**config.mk**
```make
export PLATFORM = sky130hd
export DESIGN_NAME = bf16_addsub_arbiter_flat
export DESIGN_NICKNAME = d
export VERILOG_FILES = /design/src/rtl/bf16_pkg.sv /design/src/rtl/bf16_addsub_arbiter_if.sv /design/src/rtl/rr_arbiter.sv /design/src/rtl/bf16_addsub_arbiter.sv /design/src/flat_wrapper.sv
export SDC_FILE = /design/constraint.sdc
export NUM_CORES = 1
export LEC_CHECK = 0
export BUFFER_PORTS_ARGS = -buffer_cell sky130_fd_sc_hd__buf_2
export CAP_MARGIN = 0
export CORE_MARGIN = 5
export CORE_UTILIZATION = 43
export CTS_CLUSTER_SIZE = 12
export DETAILED_ROUTE_END_ITERATION = 10
export PLACE_DENSITY = 0.8
export SYNTH_ARGS = -nofsm -noshare
export SYNTH_HDL_FRONTEND = slang
export SYNTH_SLANG_ARGS = --single-unit
```
**constraint.sdc**
```tcl
create_clock -name clk -period 4.15 [get_ports clk]
set_input_delay 0.2075 -clock clk [delete_from_list [all_inputs] [get_ports clk]]
set_output_delay 0.2075 -clock clk [all_outputs]
set_load 0.05 [all_outputs]
```
**src/rtl/bf16_pkg.sv**
```systemverilog
// Shared BF16 types and constants for the add/sub arbiter slice.
package bf16_pkg;

   typedef logic [15:0] bf16_t;

   localparam bf16_t BF16_ZERO  = 16'h0000;
   localparam bf16_t BF16_ONE   = 16'h3F80;
   localparam bf16_t BF16_TWO   = 16'h4000;
   localparam bf16_t BF16_THREE = 16'h4040;

endpackage

```
**src/rtl/bf16_addsub_arbiter_if.sv**
```systemverilog
// Requester, response and add/sub-unit signals of the shared BF16 adder arbiter.
interface bf16_addsub_arbiter_if
   import bf16_pkg::*;
#(
   parameter int NREQ = 4,
   parameter int IDW  = $clog2(NREQ)
) ();

   logic [NREQ-1:0]    req_valid;
   logic [NREQ-1:0]    req_ready;
   logic [NREQ*16-1:0] req_a;
   logic [NREQ*16-1:0] req_b;
   logic [NREQ-1:0]    req_sub;
   bf16_t              add_a;
   bf16_t              add_b;
   logic               add_cntl;
   bf16_t              add_c;
   logic [NREQ-1:0]    rsp_valid;
   bf16_t              rsp_data;
   logic [IDW-1:0]     rsp_id;

   modport slave (
      input  req_valid, req_a, req_b, req_sub, add_c,
      output req_ready, add_a, add_b, add_cntl, rsp_valid, rsp_data, rsp_id
   );

   modport master (
      output req_valid, req_a, req_b, req_sub, add_c,
      input  req_ready, add_a, add_b, add_cntl, rsp_valid, rsp_data, rsp_id
   );

endinterface

```
**src/rtl/rr_arbiter.sv**
```systemverilog
// Rotating-priority picker: scans req_i upward from the pointer, pointer moves past each accepted winner.
module rr_arbiter
   import bf16_pkg::*;
#(
   parameter int NREQ = 4,
   parameter int IDW  = $clog2(NREQ)
) (
   input  logic            clk,
   input  logic            rst_n,
   input  logic [NREQ-1:0] req_i,
   input  logic            adv_i,
   output logic [NREQ-1:0] win_o,
   output logic [IDW-1:0]  win_idx_o
);

   logic [IDW-1:0] ptr_q;
   logic [IDW-1:0] ptr_d;

   function automatic logic [IDW-1:0] wrap_add(input logic [IDW-1:0] base, input int off);
      int s;
      s = int'(base) + off;
      if (s >= NREQ) begin
         s = s - NREQ;
      end else begin
         s = s;
      end
      return IDW'(s);
   endfunction

   // Walk from farthest to nearest so the requester closest to the pointer is left standing.
   always_comb begin
      win_idx_o = '0;
      for (int k = NREQ - 1; k >= 0; k--) begin
         win_idx_o = req_i[wrap_add(ptr_q, k)] ? wrap_add(ptr_q, k) : win_idx_o;
      end
      win_o            = '0;
      win_o[win_idx_o] = |req_i;
      ptr_d            = (win_idx_o == IDW'(NREQ - 1)) ? '0 : win_idx_o + 1'b1;
   end

   always_ff @(posedge clk) begin
      if (!rst_n) begin
         ptr_q <= '0;
      end else if (adv_i) begin
         ptr_q <= ptr_d;
      end else begin
         ptr_q <= ptr_q;
      end
   end

endmodule

```
**src/rtl/bf16_addsub_arbiter.sv**
```systemverilog
// Shares one registered BF16 add/sub unit among NREQ requesters; results are routed back by a
// fixed-latency token pipe that mirrors the unit's pipeline.
module bf16_addsub_arbiter
   import bf16_pkg::*;
#(
   parameter int NREQ    = 4,
   parameter int ADD_LAT = 1,
   parameter int IDW     = $clog2(NREQ)
) (
   input  logic                  clk,
   input  logic                  rst_n,
   input  logic                  hold,
   bf16_addsub_arbiter_if.slave  bus,
   output logic                  busy,
   output logic [15:0]           op_count
);

   localparam int DEPTH = ADD_LAT + 1;

   logic [NREQ-1:0] win_s;
   logic [IDW-1:0]  grant_idx_s;
   logic [NREQ-1:0] ready_s;
   logic            fire_s;
   bf16_t           sel_a_s;
   bf16_t           sel_b_s;
   logic            sel_sub_s;

   bf16_t           add_a_q,    add_a_d;
   bf16_t           add_b_q,    add_b_d;
   logic            add_cntl_q, add_cntl_d;
   logic [DEPTH-1:0] tok_v_q,   tok_v_d;
   logic [IDW-1:0]  tok_id_q [DEPTH];
   logic [IDW-1:0]  tok_id_d [DEPTH];
   logic [NREQ-1:0] rsp_valid_q, rsp_valid_d;
   logic [IDW-1:0]  rsp_id_q,    rsp_id_d;
   logic [15:0]     op_count_q,  op_count_d;

   rr_arbiter #(
      .NREQ (NREQ),
      .IDW  (IDW)
   ) u_rr_arbiter (
      .clk       (clk),
      .rst_n     (rst_n),
      .req_i     (bus.req_valid),
      .adv_i     (fire_s),
      .win_o     (win_s),
      .win_idx_o (grant_idx_s)
   );

   // Ready is withheld during reset and hold so no token can slip into a discarded pipe.
   assign ready_s = win_s & {NREQ{~hold & rst_n}};
   assign fire_s  = |(bus.req_valid & ready_s);

   always_comb begin
      sel_a_s   = BF16_ZERO;
      sel_b_s   = BF16_ZERO;
      sel_sub_s = 1'b0;
      for (int i = 0; i < NREQ; i++) begin
         sel_a_s   = win_s[i] ? bus.req_a[i*16 +: 16] : sel_a_s;
         sel_b_s   = win_s[i] ? bus.req_b[i*16 +: 16] : sel_b_s;
         sel_sub_s = win_s[i] ? bus.req_sub[i]        : sel_sub_s;
      end

      if (fire_s) begin
         add_a_d    = sel_a_s;
         add_b_d    = sel_b_s;
         add_cntl_d = sel_sub_s;
      end else begin
         add_a_d    = add_a_q;
         add_b_d    = add_b_q;
         add_cntl_d = add_cntl_q;
      end

      tok_v_d     = {tok_v_q[DEPTH-2:0], fire_s};
      tok_id_d[0] = grant_idx_s;
      for (int s = 1; s < DEPTH; s++) begin
         tok_id_d[s] = tok_id_q[s-1];
      end

      rsp_valid_d                      = '0;
      rsp_valid_d[tok_id_q[DEPTH-1]]   = tok_v_q[DEPTH-1];
      if (tok_v_q[DEPTH-1]) begin
         rsp_id_d = tok_id_q[DEPTH-1];
      end else begin
         rsp_id_d = rsp_id_q;
      end

      op_count_d = op_count_q + {15'd0, fire_s};
   end

   always_ff @(posedge clk) begin
      if (!rst_n) begin
         add_a_q     <= BF16_ZERO;
         add_b_q     <= BF16_ZERO;
         add_cntl_q  <= 1'b0;
         tok_v_q     <= '0;
         for (int s = 0; s < DEPTH; s++) begin
            tok_id_q[s] <= '0;
         end
         rsp_valid_q <= '0;
         rsp_id_q    <= '0;
         op_count_q  <= 16'd0;
      end else begin
         add_a_q     <= add_a_d;
         add_b_q     <= add_b_d;
         add_cntl_q  <= add_cntl_d;
         tok_v_q     <= tok_v_d;
         for (int s = 0; s < DEPTH; s++) begin
            tok_id_q[s] <= tok_id_d[s];
         end
         rsp_valid_q <= rsp_valid_d;
         rsp_id_q    <= rsp_id_d;
         op_count_q  <= op_count_d;
      end
   end

   assign bus.req_ready = ready_s;
   assign bus.add_a     = add_a_q;
   assign bus.add_b     = add_b_q;
   assign bus.add_cntl  = add_cntl_q;
   assign bus.rsp_valid = rsp_valid_q;
   assign bus.rsp_id    = rsp_id_q;
   assign bus.rsp_data  = bus.add_c;
   assign busy          = |tok_v_q;
   assign op_count      = op_count_q;

endmodule

```
**src/flat_wrapper.sv**
```systemverilog
// flat-port wrapper written by rule: the top's interface ports become plain ports
module bf16_addsub_arbiter_flat import bf16_pkg::*;
#(
   parameter int NREQ    = 4,
   parameter int ADD_LAT = 1,
   parameter int IDW     = $clog2(NREQ)
)
  (clk, rst_n, hold, busy, op_count, bus_req_valid, bus_req_a, bus_req_b, bus_req_sub, bus_add_c, bus_req_ready, bus_add_a, bus_add_b, bus_add_cntl, bus_rsp_valid, bus_rsp_data, bus_rsp_id);
  bf16_addsub_arbiter_if #(.NREQ(NREQ), .IDW(IDW)) bus_i ();
  input  logic clk;
  input  logic rst_n;
  input  logic hold;
  output logic busy;
  output logic [15:0] op_count;
  input wire logic [$bits(bus_i.req_valid)-1:0] bus_req_valid;
  input wire logic [$bits(bus_i.req_a)-1:0] bus_req_a;
  input wire logic [$bits(bus_i.req_b)-1:0] bus_req_b;
  input wire logic [$bits(bus_i.req_sub)-1:0] bus_req_sub;
  input wire logic [$bits(bus_i.add_c)-1:0] bus_add_c;
  output wire logic [$bits(bus_i.req_ready)-1:0] bus_req_ready;
  output wire logic [$bits(bus_i.add_a)-1:0] bus_add_a;
  output wire logic [$bits(bus_i.add_b)-1:0] bus_add_b;
  output wire logic [$bits(bus_i.add_cntl)-1:0] bus_add_cntl;
  output wire logic [$bits(bus_i.rsp_valid)-1:0] bus_rsp_valid;
  output wire logic [$bits(bus_i.rsp_data)-1:0] bus_rsp_data;
  output wire logic [$bits(bus_i.rsp_id)-1:0] bus_rsp_id;
  assign bus_i.req_valid = bus_req_valid;
  assign bus_i.req_a = bus_req_a;
  assign bus_i.req_b = bus_req_b;
  assign bus_i.req_sub = bus_req_sub;
  assign bus_i.add_c = bus_add_c;
  assign bus_req_ready = bus_i.req_ready;
  assign bus_add_a = bus_i.add_a;
  assign bus_add_b = bus_i.add_b;
  assign bus_add_cntl = bus_i.add_cntl;
  assign bus_rsp_valid = bus_i.rsp_valid;
  assign bus_rsp_data = bus_i.rsp_data;
  assign bus_rsp_id = bus_i.rsp_id;
  bf16_addsub_arbiter #(.NREQ(NREQ), .ADD_LAT(ADD_LAT), .IDW(IDW)) u_core (.clk(clk), .rst_n(rst_n), .hold(hold), .bus(bus_i), .busy(busy), .op_count(op_count));
endmodule
```
==> impl_metrics.env <==
export IMPL_status="finished clean"
export IMPL_vias=3970
export IMPL_swShare_pct=37.7
export IMPL_ant_nets=0
export IMPL_final_hold_violation_count=0
export IMPL_viasPerCell=5.63
export IMPL_num_nets_final=753
export IMPL_p_total_w=0.00175
export IMPL_cp_end_kind="register"
export IMPL_critPathMaxStageDelay_ns=0.56
export IMPL_critPathRequiredTime_ns=4.38
export IMPL_syn_inst=427
export IMPL_drv_slew=0
export IMPL_grt_ovfl_total=0
export IMPL_regArea_um2=1260
export IMPL_intPower_w=0.00109
export IMPL_multi_input_area_um2=2150
export IMPL_die_area_um2=10600
export IMPL_path_cells="inv_1 -> a22o_1 -> a221oi_1 -> inv_1 -> ha_1 -> a22oi_1 -> a21oi_4 -> ha_1 -> nand3_1 -> nor4_1 -> and4_1 -> o21a_1"
export IMPL_synth_seq_cells=63
export IMPL_fmax_mhz=288
export IMPL_worstSetupStartpointType="register"
export IMPL_rsz0062_at_grt="false"
export IMPL_cts_tree="built"
export IMPL_clock_sinks=63
export IMPL_critPathTopFamily="compound AO/OA/AOI/OAI gates"
export IMPL_critPathMaxFanout=16
export IMPL_tightest_slew_ns=0.960
export IMPL_first_global_vias=3871
export IMPL_p_seq_share_pct=38.2
export IMPL_syn2layout_area_growth_pct=29.7
export IMPL_clk_pin_slew_worst_paths_ns=0.08
export IMPL_drc=0
export IMPL_postCtsSetupRepairBufs=0
export IMPL_ir_drop_mv=0.176
export IMPL_cts_buffers_inserted=9
export IMPL_final_area_um2=4820
export IMPL_min_period_ns=3.47
export IMPL_finalSetupViolCount=0
export IMPL_hold_buffers=0
export IMPL_numPortBuffers=198
export IMPL_die_w_um=103
export IMPL_routed_wl_um=11800
export IMPL_fin_crit_sh_pct=83.7
export IMPL_p_clk_share_pct=27.5
export IMPL_combPwrFrac_pct=34.3
export IMPL_fin_hold_ws_ns=0.263
export IMPL_num_rows=34
export IMPL_place_area_um2=4640
export IMPL_clk_latency_ns=0.34
export IMPL_layout_drive_gt1_share_pct=43.4
export IMPL_syn_area_um2=3720
export IMPL_p_per_area_nw_per_um2=363
export IMPL_grt_max_degree=69
export IMPL_avgSynthCellArea_um2=8.70
export IMPL_fin_ws_ns=0.676
export IMPL_cap_viol_max_count=0
export IMPL_wl_per_cell_um=16.7
export IMPL_critPathBufInv=2
export IMPL_die_h_um=103
export IMPL_p_leak_nw=2.10
export IMPL_antenna_found_initial=0
export IMPL_place_congestion=0.923
export IMPL_diodes=0
export IMPL_hp_class="primary input to register"
export IMPL_skew_ns=0.0101
export IMPL_crit_path_top_delay_cell="a221oi_1"
export IMPL_ys_types=35
export IMPL_grt_pass1_wl_um=18000
export IMPL_clock_tree_root_cell="clkbuf_8"
export IMPL_grtUsageTotal_pct=21.4
export IMPL_dp_hpwl_um=8670
export IMPL_slew_headroom_pct=35.5
export IMPL_cts_buffer_depth=2
export IMPL_start_util_pct=43.5
export IMPL_core_um2=8550
export IMPL_io_pins=231
export IMPL_dp_slack_ns=0.703
export IMPL_cts_max_level=3
export IMPL_synth_nets=588
export IMPL_seq_area_frac_synth_pct=33.9
export IMPL_yosysWarnings=0
export IMPL_drt_iter0_drc=120
export IMPL_switchingPower_w=0.000660
export IMPL_fin_tns_setup_ns=0
export IMPL_cp_arrival_ns=3.71
export IMPL_ctsResizeCount=0
export IMPL_drt_pass1_iter_count=4
export IMPL_fillCellCount=768
export IMPL_critPathKind="register to register"
cells in the mapped netlist:
| library cell | n | area, µm² |
|---|---|---|
| a21oi_1 | 10 | 50.1 |
| nor2_1 | 5 | 18.8 |
| nor4_4 | 1 | 21.3 |
| inv_1 | 9 | 33.8 |
| and2_1 | 21 | 131 |
| o21a_1 | 1 | 7.51 |
| mux2i_1 | 2 | 20.0 |
| nand3b_1 | 1 | 7.51 |
| or2_2 | 1 | 6.26 |
| xor2_1 | 6 | 52.6 |
| or4b_1 | 1 | 10.0 |
| a221oi_1 | 34 | 298 |
| a31oi_1 | 1 | 6.26 |
| o21ai_0 | 71 | 355 |
| a21oi_2 | 31 | 272 |
| nand2b_1 | 6 | 37.5 |
| buf_6 | 3 | 33.8 |
| xnor2_1 | 4 | 35.0 |
| nor2b_1 | 36 | 225 |
| a22oi_1 | 2 | 15.0 |
| or3_1 | 2 | 12.5 |
| buf_4 | 16 | 120 |
| o32a_1 | 33 | 330 |
| clkbuf_1 | 30 | 113 |
| nand2_1 | 8 | 30.0 |
| ha_1 | 6 | 75.1 |
| a22o_1 | 1 | 8.76 |
| and4_1 | 1 | 8.76 |
| buf_2 | 4 | 20.0 |
| a21boi_0 | 3 | 22.5 |
| nand3_1 | 3 | 15.0 |
| nor4_1 | 3 | 18.8 |
| nand4_1 | 3 | 18.8 |
| dfxtp_1 | 63 | 1260 |
| nor3_1 | 5 | 25.0 |
layer usage:
layer	wire (µm)	global-route usage (%)
met5	0	0
met1	4720	24.9
met4	249	7.77
met2	5710	37.1
met3	1100	6.36
registers in the layout, summed over array words and instances (netlist names):
register                   cells
u_core.tok_id_q                4
u_core.bus.rsp_id              2
u_core.bus.rsp_valid           4
u_core.bus.add_b              16
u_core.tok_v_q                 2
u_core.u_rr_arbiter.ptr_q      2
u_core.bus.add_cntl            1
u_core.bus.add_a              16
u_core.op_count               16
layout make-up:
cell class | instances | share of cell area [%]
Multi-Input combinational cell | 302 | 44.6
Sequential cell | 63 | 26.2
Timing Repair Buffer | 207 | 22.0
Tap cell | 108 | 2.80
Clock buffer | 9 | 2.57
Clock inverter | 7 | 1.14
Inverter | 9 | 0.701
worst register-to-register path: cells and delay by family, from the launching register on:
kind,cells,cell delay [ns]
AO/OA/AOI/OAI,5,1.52
adder cells (fa/ha/maj),2,0.67
AND/OR/NAND/NOR,3,0.62
flip-flops,1,0.35
buffers and inverters,2,0.20
per-stage QoR:
step	util (%)	cells
after floorplan	-	427
after global placement	54.3	689
after detailed placement	54.3	689
after CTS	56.4	705
after global routing	56.4	705
final	56.4	705
logic make-up after synthesis:
| family | after synthesis | synth area share (%) |
|---|---|---|
| AOI/OAI and AO/OA | 187 | 36.7 |
| xor gates and xnor gates | 10 | 2.36 |
| adders and majority gates | 6 | 2.02 |
| buffers and inverters | 62 | 8.62 |
| DFF | 63 | 33.9 |
| muxes | 2 | 0.539 |
| and+or+nand+nor | 97 | 15.8 |
worst paths after layout:
path,depth (start not counted),slack [ns],startpoint,end
hold / removal,4,0.26,bus_req_a[6],u_core.bus.add_a[6]
setup reg to reg,12,0.68,u_core.u_rr_arbiter.ptr_q[0],u_core.op_count[15]
setup / recovery,12,0.68,u_core.u_rr_arbiter.ptr_q[0],u_core.op_count[15]
hold reg to reg,1,0.44,u_core.tok_id_q[0][0],u_core.tok_id_q[0][2]
power groups by stage:
stage,clock network [W],registers (W),logic [W]
after floorplan,0,0.000815,0.000338
after global placement,0,0.000682,0.000591
after detailed placement,0,0.000682,0.000601
after CTS,0.000499,0.000669,0.000604
after global routing,0.000530,0.000674,0.000647
final,0.000481,0.000669,0.000600
cell usage in the layout, fill, tap and decap left out, drive strengths merged:
master | Yosys | layout
nor4 | 4 | 4
or2 | 1 | 1
nand4 | 3 | 3
nor2b | 36 | 36
a21boi | 3 | 3
inv | 9 | 12
nand3b | 1 | 1
ha | 6 | 6
clkinv | 0 | 2
nor2 | 5 | 5
and4 | 1 | 1
and2 | 21 | 21
a31oi | 1 | 1
nand3 | 3 | 3
or3 | 2 | 2
a22oi | 2 | 2
xor2 | 6 | 6
a21oi | 41 | 41
o21a | 1 | 1
xnor2 | 4 | 4
mux2i | 2 | 2
nand2 | 8 | 8
dfxtp | 63 | 63
clkbuf | 30 | 9
o21ai | 71 | 71
nor3 | 5 | 5
buf | 23 | 207
or4b | 1 | 1
clkinvlp | 0 | 2
nand2b | 6 | 6
a221oi | 34 | 34
o32a | 33 | 33
a22o | 1 | 1
No activity file was read; power rests on OpenSTA's default activity.
